$ cat config.mk
export PLATFORM = sky130hd
export DESIGN_NAME = mqnic_tx_req_arb
export DESIGN_NICKNAME = d
export VERILOG_FILES = /design/src/rtl/mqnic_tx_req_arb.sv
export SDC_FILE = /design/constraint.sdc
export NUM_CORES = 1
export LEC_CHECK = 0
export CAP_MARGIN = 15
export CORE_UTILIZATION = 30
export DETAILED_ROUTE_END_ITERATION = 12
export GPL_TIMING_DRIVEN = 0
export PLACE_DENSITY = 0.73
export SLEW_MARGIN = 30
export SYNTH_ARGS = -nofsm -noshare
export SYNTH_HDL_FRONTEND = slang
export SYNTH_SLANG_ARGS = --single-unit
export TNS_END_PERCENT = 30
$ cat constraint.sdc
create_clock -name clk -period 1.9 [get_ports clk]
set_input_delay 0.38 -clock clk [delete_from_list [all_inputs] [get_ports clk]]
set_output_delay 0.38 -clock clk [all_outputs]
set_load 0.1 [all_outputs]
$ cat src/rtl/mqnic_tx_req_arb.sv
// Round-robin arbiter sharing one TX engine request port between SCHED_COUNT schedulers.
// Define MQNIC_TX_REQ_ARB_INFLIGHT_LIMIT_EN to cap outstanding requests per scheduler at MAX_INFLIGHT.
module mqnic_tx_req_arb #(
   parameter int SCHED_COUNT        = 4,
   parameter int QUEUE_INDEX_WIDTH  = 13,
   parameter int REQ_TAG_WIDTH      = 8,
   parameter int AXIS_TX_DEST_WIDTH = 5,
   parameter int DMA_LEN_WIDTH      = 16,
   parameter int CL_SCHED           = $clog2(SCHED_COUNT),
   parameter int M_REQ_TAG_WIDTH    = REQ_TAG_WIDTH + CL_SCHED,
   parameter int MAX_INFLIGHT       = 16
) (
   input  logic                                      clk,
   input  logic                                      rst,

   input  logic [SCHED_COUNT*QUEUE_INDEX_WIDTH-1:0]  s_axis_tx_req_queue,
   input  logic [SCHED_COUNT*REQ_TAG_WIDTH-1:0]      s_axis_tx_req_tag,
   input  logic [SCHED_COUNT*AXIS_TX_DEST_WIDTH-1:0] s_axis_tx_req_dest,
   input  logic [SCHED_COUNT-1:0]                    s_axis_tx_req_valid,
   output logic [SCHED_COUNT-1:0]                    s_axis_tx_req_ready,

   output logic [QUEUE_INDEX_WIDTH-1:0]              m_axis_tx_req_queue,
   output logic [M_REQ_TAG_WIDTH-1:0]                m_axis_tx_req_tag,
   output logic [AXIS_TX_DEST_WIDTH-1:0]             m_axis_tx_req_dest,
   output logic                                      m_axis_tx_req_valid,
   input  logic                                      m_axis_tx_req_ready,

   input  logic [DMA_LEN_WIDTH-1:0]                  s_axis_tx_req_status_len,
   input  logic [M_REQ_TAG_WIDTH-1:0]                s_axis_tx_req_status_tag,
   input  logic                                      s_axis_tx_req_status_valid,

   output logic [DMA_LEN_WIDTH-1:0]                  m_axis_tx_req_status_len,
   output logic [REQ_TAG_WIDTH-1:0]                  m_axis_tx_req_status_tag,
   output logic [SCHED_COUNT-1:0]                    m_axis_tx_req_status_valid
);

   if (SCHED_COUNT < 2 || (SCHED_COUNT & (SCHED_COUNT - 1)) != 0 || MAX_INFLIGHT < 1) begin : g_paramCheck
      $error("mqnic_tx_req_arb: SCHED_COUNT must be a power of 2 >= 2 and MAX_INFLIGHT >= 1");
   end

   logic [CL_SCHED-1:0]           r_ptr;
   logic                          r_mValid;
   logic [QUEUE_INDEX_WIDTH-1:0]  r_mQueue;
   logic [M_REQ_TAG_WIDTH-1:0]    r_mTag;
   logic [AXIS_TX_DEST_WIDTH-1:0] r_mDest;

   logic [DMA_LEN_WIDTH-1:0]      r_statusLen;
   logic [REQ_TAG_WIDTH-1:0]      r_statusTag;
   logic [SCHED_COUNT-1:0]        r_statusValid;

   logic [SCHED_COUNT-1:0]        w_eligible;
   logic                          w_grantValid;
   logic [CL_SCHED-1:0]           w_grantIdx;
   logic                          w_load;
   logic                          w_handshake;
   logic [QUEUE_INDEX_WIDTH-1:0]  w_selQueue;
   logic [REQ_TAG_WIDTH-1:0]      w_selTag;
   logic [AXIS_TX_DEST_WIDTH-1:0] w_selDest;
   logic [CL_SCHED-1:0]           w_statusIdx;
   logic [SCHED_COUNT-1:0]        w_statusOneHot;

   // Scan from the highest offset down so the candidate nearest the pointer is the last one written.
   always_comb begin
      logic [CL_SCHED-1:0] cand;
      w_grantValid = 1'b0;
      w_grantIdx   = '0;
      cand         = '0;
      for (int k = SCHED_COUNT - 1; k >= 0; k--) begin
         cand = r_ptr + CL_SCHED'(k);
         if (w_eligible[cand]) begin
            w_grantValid = 1'b1;
            w_grantIdx   = cand;
         end
      end
   end

   assign w_load      = !r_mValid || m_axis_tx_req_ready;
   assign w_handshake = w_load && w_grantValid;

   always_comb begin
      s_axis_tx_req_ready = '0;
      if (w_handshake) begin
         s_axis_tx_req_ready[w_grantIdx] = 1'b1;
      end
   end

   assign w_selQueue = s_axis_tx_req_queue[w_grantIdx*QUEUE_INDEX_WIDTH +: QUEUE_INDEX_WIDTH];
   assign w_selTag   = s_axis_tx_req_tag[w_grantIdx*REQ_TAG_WIDTH +: REQ_TAG_WIDTH];
   assign w_selDest  = s_axis_tx_req_dest[w_grantIdx*AXIS_TX_DEST_WIDTH +: AXIS_TX_DEST_WIDTH];

   always_ff @(posedge clk or posedge rst) begin
      if (rst) begin
         r_ptr    <= '0;
         r_mValid <= 1'b0;
         r_mQueue <= '0;
         r_mTag   <= '0;
         r_mDest  <= '0;
      end else begin
         if (w_load) begin
            r_mValid <= w_grantValid;
         end
         if (w_handshake) begin
            r_mQueue <= w_selQueue;
            r_mTag   <= {w_grantIdx, w_selTag};
            r_mDest  <= w_selDest;
            r_ptr    <= w_grantIdx + CL_SCHED'(1);
         end
      end
   end

   assign m_axis_tx_req_queue = r_mQueue;
   assign m_axis_tx_req_tag   = r_mTag;
   assign m_axis_tx_req_dest  = r_mDest;
   assign m_axis_tx_req_valid = r_mValid;

   // Source index rides in the top tag bits and selects which scheduler gets the status strobe.
   assign w_statusIdx = s_axis_tx_req_status_tag[M_REQ_TAG_WIDTH-1 -: CL_SCHED];

   always_comb begin
      w_statusOneHot = '0;
      if (s_axis_tx_req_status_valid) begin
         w_statusOneHot[w_statusIdx] = 1'b1;
      end
   end

   always_ff @(posedge clk or posedge rst) begin
      if (rst) begin
         r_statusLen   <= '0;
         r_statusTag   <= '0;
         r_statusValid <= '0;
      end else begin
         r_statusValid <= w_statusOneHot;
         if (s_axis_tx_req_status_valid) begin
            r_statusLen <= s_axis_tx_req_status_len;
            r_statusTag <= s_axis_tx_req_status_tag[REQ_TAG_WIDTH-1:0];
         end
      end
   end

   assign m_axis_tx_req_status_len   = r_statusLen;
   assign m_axis_tx_req_status_tag   = r_statusTag;
   assign m_axis_tx_req_status_valid = r_statusValid;

`ifdef MQNIC_TX_REQ_ARB_INFLIGHT_LIMIT_EN
   localparam int CW = $clog2(MAX_INFLIGHT + 1);
   localparam logic [CW-1:0] MAX_CNT = CW'(MAX_INFLIGHT);

   // A simultaneous issue and completion on one scheduler cancel out.
   for (genvar g = 0; g < SCHED_COUNT; g++) begin : g_inflight
      logic [CW-1:0] r_inflight;
      logic          w_inc;
      logic          w_dec;

      assign w_inc = w_handshake && (w_grantIdx == CL_SCHED'(g));
      assign w_dec = w_statusOneHot[g];

      always_ff @(posedge clk or posedge rst) begin
         if (rst) begin
            r_inflight <= '0;
         end else if (w_inc && !w_dec) begin
            r_inflight <= r_inflight + CW'(1);
         end else if (w_dec && !w_inc && r_inflight != '0) begin
            r_inflight <= r_inflight - CW'(1);
         end
      end

      assign w_eligible[g] = s_axis_tx_req_valid[g] && (r_inflight < MAX_CNT);
   end
`else
   assign w_eligible = s_axis_tx_req_valid;
`endif

endmodule
# Word level (Yosys, flattened, before mapping)
# Cells that the tools add are included.
[word_totals]
word_cells = 52
output_inout_bits = 61
reg_bits = 59
inputBits = 138
[classes]
mux = 22
magnitude_cmp = 8
shifts = 3
n_addsub = 4
reduce_logical = 5
mul = 2
[op_table]
columns = ["cell", "n"]
rows = [
  ["52-bit by 7-bit indexed part select with 13-bit output", 1],
  ["32-bit by 6-bit indexed part select with 8-bit output", 1],
  ["20-bit by 6-bit indexed part select with 5-bit output", 1],
  ["2-bit by 3-bit less-than comparator with 1-bit output (second input constant)", 6],
  ["1-bit two-way mux", 10],
  ["1-bit binary-select mux with 2-bit select", 4],
  ["2-bit two-way mux", 4],
  ["4-bit two-way mux", 2],
  ["2-bit by 4-bit multiplier with 6-bit output (second input constant)", 1],
  ["2-bit by 3-bit multiplier with 5-bit output (second input constant)", 1],
  ["2-bit by 1-bit adder with 2-bit output (second input constant)", 2],
  ["2-bit adder (second input constant)", 2],
  ["1-bit demux with 2-bit select", 2],
  ["2-bit by 1-bit greater-or-equal comparator with 1-bit output (second input constant)", 2],
  ["1-bit logical AND", 3],
  ["1-bit logical NOT", 1],
  ["1-bit logical OR", 1],
]

# Longest topological paths before layout
[logic_depth]
ltp_word = 12
depth_mapped = 7
ltp_nobuf = 5

# Worst setup path before layout
# OpenSTA, ideal clock, no wires.
[synth_path]
path_kind = "reg-to-output"
start = "reg r_mValid, in the netlist m_axis_tx_req_valid"
end = "out s_axis_tx_req_ready[0]"
arrival_ns = 3.370
path_buffers = 1
t_required_ns = 1.520
stages_incl_launch_ff = 4
path_slack_ns = -1.850
path_cell_list = "dfrtp_1 -> a21o_1 -> clkbuf_1 -> nor3_1"
[synth_between]
elab_chain_cells = 4
[synth_lines]
columns = ["item", "line", "text"]
rows = [
  ["start: declaration", "42", "logic r_mValid;"],
  ["start signal: assignment", "100", "r_mValid <= w_grantValid;"],
  ["1-bit logical NOT", "77", "assign w_load = !r_mValid || m_axis_tx_req_ready;"],
  ["1-bit logical OR", "77", ""],
  ["1-bit logical AND", "78", "assign w_handshake = w_load && w_grantValid;"],
  ["4-bit two-way mux", "82", "if (w_handshake) begin"],
  ["end: declaration", "20", "output logic [SCHED_COUNT-1:0] s_axis_tx_req_ready,"],
]
# No other way between the ends.

# Final worst setup path
[layout_path]
start = "reg r_ptr[1]"
end = "out s_axis_tx_req_ready[0]"
[layout_between]
elab_chain_cells = 12
elab_cells_between_ends = 26
classes_between = "add/sub (3); order compare (2); mux (19); reduce/logical (2)"
[layout_lines]
columns = ["item", "line", "text"]
rows = [
  ["start: declaration", "41", "logic [CL_SCHED-1:0] r_ptr;"],
  ["start signal: assignment", "106", "r_ptr <= w_grantIdx + CL_SCHED'(1);"],
  ["2-bit adder", "69", "cand = r_ptr + CL_SCHED'(k);"],
  ["1-bit binary-select mux with 2-bit select", "70", "if (w_eligible[cand]) begin"],
  ["1-bit two-way mux (implied by the code)", "70", ""],
  ["2-bit two-way mux (4 in a row)", "70", ""],
  ["2-bit by 3-bit less-than comparator with 1-bit output (implied by the code) / 2-bit by 1-bit greater-or-equal comparator with 1-bit output (equally long branches)", "83", "s_axis_tx_req_ready[w_grantIdx] = 1'b1;"],
  ["1-bit logical AND (implied by the code)", "83", ""],
  ["1-bit two-way mux (implied by the code)", "83", ""],
  ["1-bit demux with 2-bit select", "83", ""],
  ["4-bit two-way mux *", "82", ""],
]
# Every way passes the cells marked *; elsewhere a longest branch is shown, timed or not. The select of a mux whose other input is x is not followed.

==> flow_summary.ini <==
[worst_setup_path]
cpPeakStageDelay_ps = 410
r2r_start = r_ptr[0]
cp_cell_sequence = nand2_2, a311oi_2, buf_4, nor2_4, nor3_4, buf_12
critPathLaunch = r_ptr[1]
cp_num_buf_inv = 2
cp-start-kind = flop
arrival_ps = 1710
endpoint_kind = output port
slowest_stage = dfrtp_2
crit_fanout = 5
critPathRequiredTime_ps = 1520
crit_family = flip-flops
crit_type = flop to output port

[logic_synthesis]
synthDistinctLibCells = 29
syn_inst = 278
synth-xor-area-share_pct = 0.287
synth_top_family_by_area = compound AO/OA/AOI/OAI gates
synth_area_sq_um = 3050
synth_area_per_cell_sq_um = 11.0
seq_area_frac_synth_pct = 48.4
synth_fp_nets = 416
yosysWarningCount = 0
yosys.area_share.simple_pct = 11.7
ys_seq_elements = 59
synth-async-reset-ratio_pct = 100
synth_top_flop_cell = dfrtp_1
synth-compound-area-share_pct = 17.7
synthAdderAreaFrac_pct = 0
synth-edff-count = 0
synth_mux_area_share_pct = 17.4

[flow_run]
cap_viol_max_count = 0

[clocking]
clk_latency_ps = 320
cts-root-buf = clkbuf_8
cts_tree = built
numCtsBuffers = 9
htreeDepth = 3
clock-sinks = 59
hold_buffers = 0
cts.path.max_buffers = 2
path_clk_slew_ps = 70

[sta]
finalSetupViolCount = 4
fin_skew_ps = 7.37
max_slew.worst_pin.slew_ps = 976
finalCriticalPeriod_ps = 2090
fin_ws_ps = -192
final.period_utilization_pct = 110
finalHoldViolCount = 0
final.hold.worst_slack_ps = 392
rsz0062_at_grt = true
clock.fmax_mhz = 478
slew_headroom_pct = 35.2
report.final.slew_viol_count = 0

[routing]
vias = 3228
drtAntennaViolNets = 0
drtPass1Iterations = 4
routedWlPerCell_microns = 17.7
drt_wl_total_microns = 11400
drt_iter0_markers = 70
drcViolationCount = 0
avgViaCountPerCell = 5.03

[layout]
drive_gt1_share_pct = 32.4
final_common_cell = clkdlybuf4s50_1
nets = 643
mostFrequentLayoutCells = clkdlybuf4s50_1 (132), dfrtp_1 (57), clkdlybuf4s15_2 (43)
area_delta_synth_final_pct = 88.1
antenna_cells = 0

[floorplanning]
die_h_microns = 103
num_rows = 36
core_area_sq_um = 9820
die_x_microns = 103
start_util_pct = 31.0
die_area_sq_um = 10600
ios = 199

[power_and_ir_drop]
p_per_area_nw_per_um2 = 1430
p_leak_nw = 2.49
ir_worst_vdd_uv = 935

[placement]
io_buffers = 197
dp_hpwl_microns = 8370
pre_cts_ws_ps = -1690
place.gp.congestion = 0.792

[global_route]
first_global_vias = 3299
antenna_found_initial = 0
grt_max_degree = 33
overflow = 0
grt_pass1_wl_microns = 16600
grt_usage_pct = 21.2

[worst_hold_path]
hold_class = input port to async pin

[run_status]
status = complete, but fails checks
violations = negative setup slack
## state kept, by name (all words and copies together), names as in the netlist
register / count
m_axis_tx_req_status_len: 16
m_axis_tx_req_queue: 13
m_axis_tx_req_tag: 10
m_axis_tx_req_status_tag: 8
m_axis_tx_req_dest: 5
m_axis_tx_req_status_valid: 4
r_ptr: 2
m_axis_tx_req_valid: 1
## where the power goes
group / total (W) / switching [W] / internal (W)
registers: 0.00177 / 0.000191 / 0.00158
logic: 0.00513 / 0.00360 / 0.00153
clock network: 0.00130 / 0.000497 / 0.000803
total: 0.00820 / 0.00428 / 0.00392
## worst reg2reg max path: cells and delay by family (launching register included)
| family | cells | cell delay [ps] |
|---|---|---|
| AOI/OAI and AO/OA | 2 | 430 |
| buffers and inverters | 2 | 370 |
| DFF | 1 | 420 |
| and+or+nand+nor | 3 | 560 |
## worst paths after layout
| kind | endpoint | slack [ps] | depth (start not counted) |
|---|---|---|---|
| worst max register to register | m_axis_tx_req_tag[1] | 10 | 7 |
| worst min register to register | m_axis_tx_req_status_tag[5] | 510 | 1 |
| worst min-delay path | m_axis_tx_req_status_tag[2] | 390 | 2 |
| min in group clk | m_axis_tx_req_valid | 490 | 3 |
| worst max-delay path | s_axis_tx_req_ready[0] | -190 | 6 |
| max in group asynchronous | r_ptr[1] | 1000 | 3 |
## cells in the mapped netlist, drive strengths merged (2+ instances only)
| library cell | instances | area [sq um] |
|---|---|---|
| clkbuf | 13 | 48.8 |
| nand2b | 3 | 18.8 |
| a211oi | 26 | 195 |
| mux2 | 24 | 270 |
| inv | 3 | 11.3 |
| buf | 11 | 76.3 |
| nand2 | 10 | 37.5 |
| nand4b | 2 | 47.6 |
| o22ai | 26 | 163 |
| nor2 | 4 | 15.0 |
| mux2i | 26 | 260 |
| a21oi | 3 | 15.0 |
| dfrtp | 59 | 1480 |
| and3 | 29 | 181 |
| o21ai | 29 | 149 |
## stage by stage
step / TNS, ps / power, W / area, sq um / std cells / util (%)
after global placement: -79270 / 0.00667 / 5230 / 608 / 53.2
final: -736 / 0.00820 / 5730 / 642 / 58.4
after detailed placement: -18200 / 0.00673 / 5250 / 609 / 53.5
after CTS: -766 / 0.00826 / 5790 / 642 / 59.0
after floorplan: -976 / 0.00537 / 3090 / 278 / -
after global routing: -1240 / 0.00855 / 5730 / 642 / 58.4
## metal layers
layer	vias to the layer above	global-route usage [%]	share of wire, %
met5	-	0	0
met4	0	10.5	2.3
met3	21	4.88	8.5
met2	159	36.4	49
met1	1546	24.8	40
li1	1502	-	-
## cell families after synthesis
family,count (synthesis)
xor+xnor,1
simple gates,55
compound gates,86
mux,50
buf+inv,27
flops,59
## area by class of cell
| type | instances | area, sq um |
|---|---|---|
| clock inverters | 4 | 73.8 |
| inverters | 3 | 13.8 |
| well taps | 133 | 166 |
| clock buffers | 11 | 151 |
| fillers | 886 | 4090 |
| multi-input cells | 192 | 1550 |
| repair buffers | 218 | 2160 |
| plain buffers | 22 | 138 |
| flip-flops and latches | 59 | 1480 |
## what timing repair did
| item | in CTS | in global routing |
|---|---|---|
| gates cloned | 0 | 0 |
| setup buffers | 19 | 1 |
| gates resized for setup | 224 | 29 |
| pin swaps | 12 | 5 |
| setup endpoints to repair | 81 | 37 |
No activity file was read; power rests on OpenSTA's default activity.
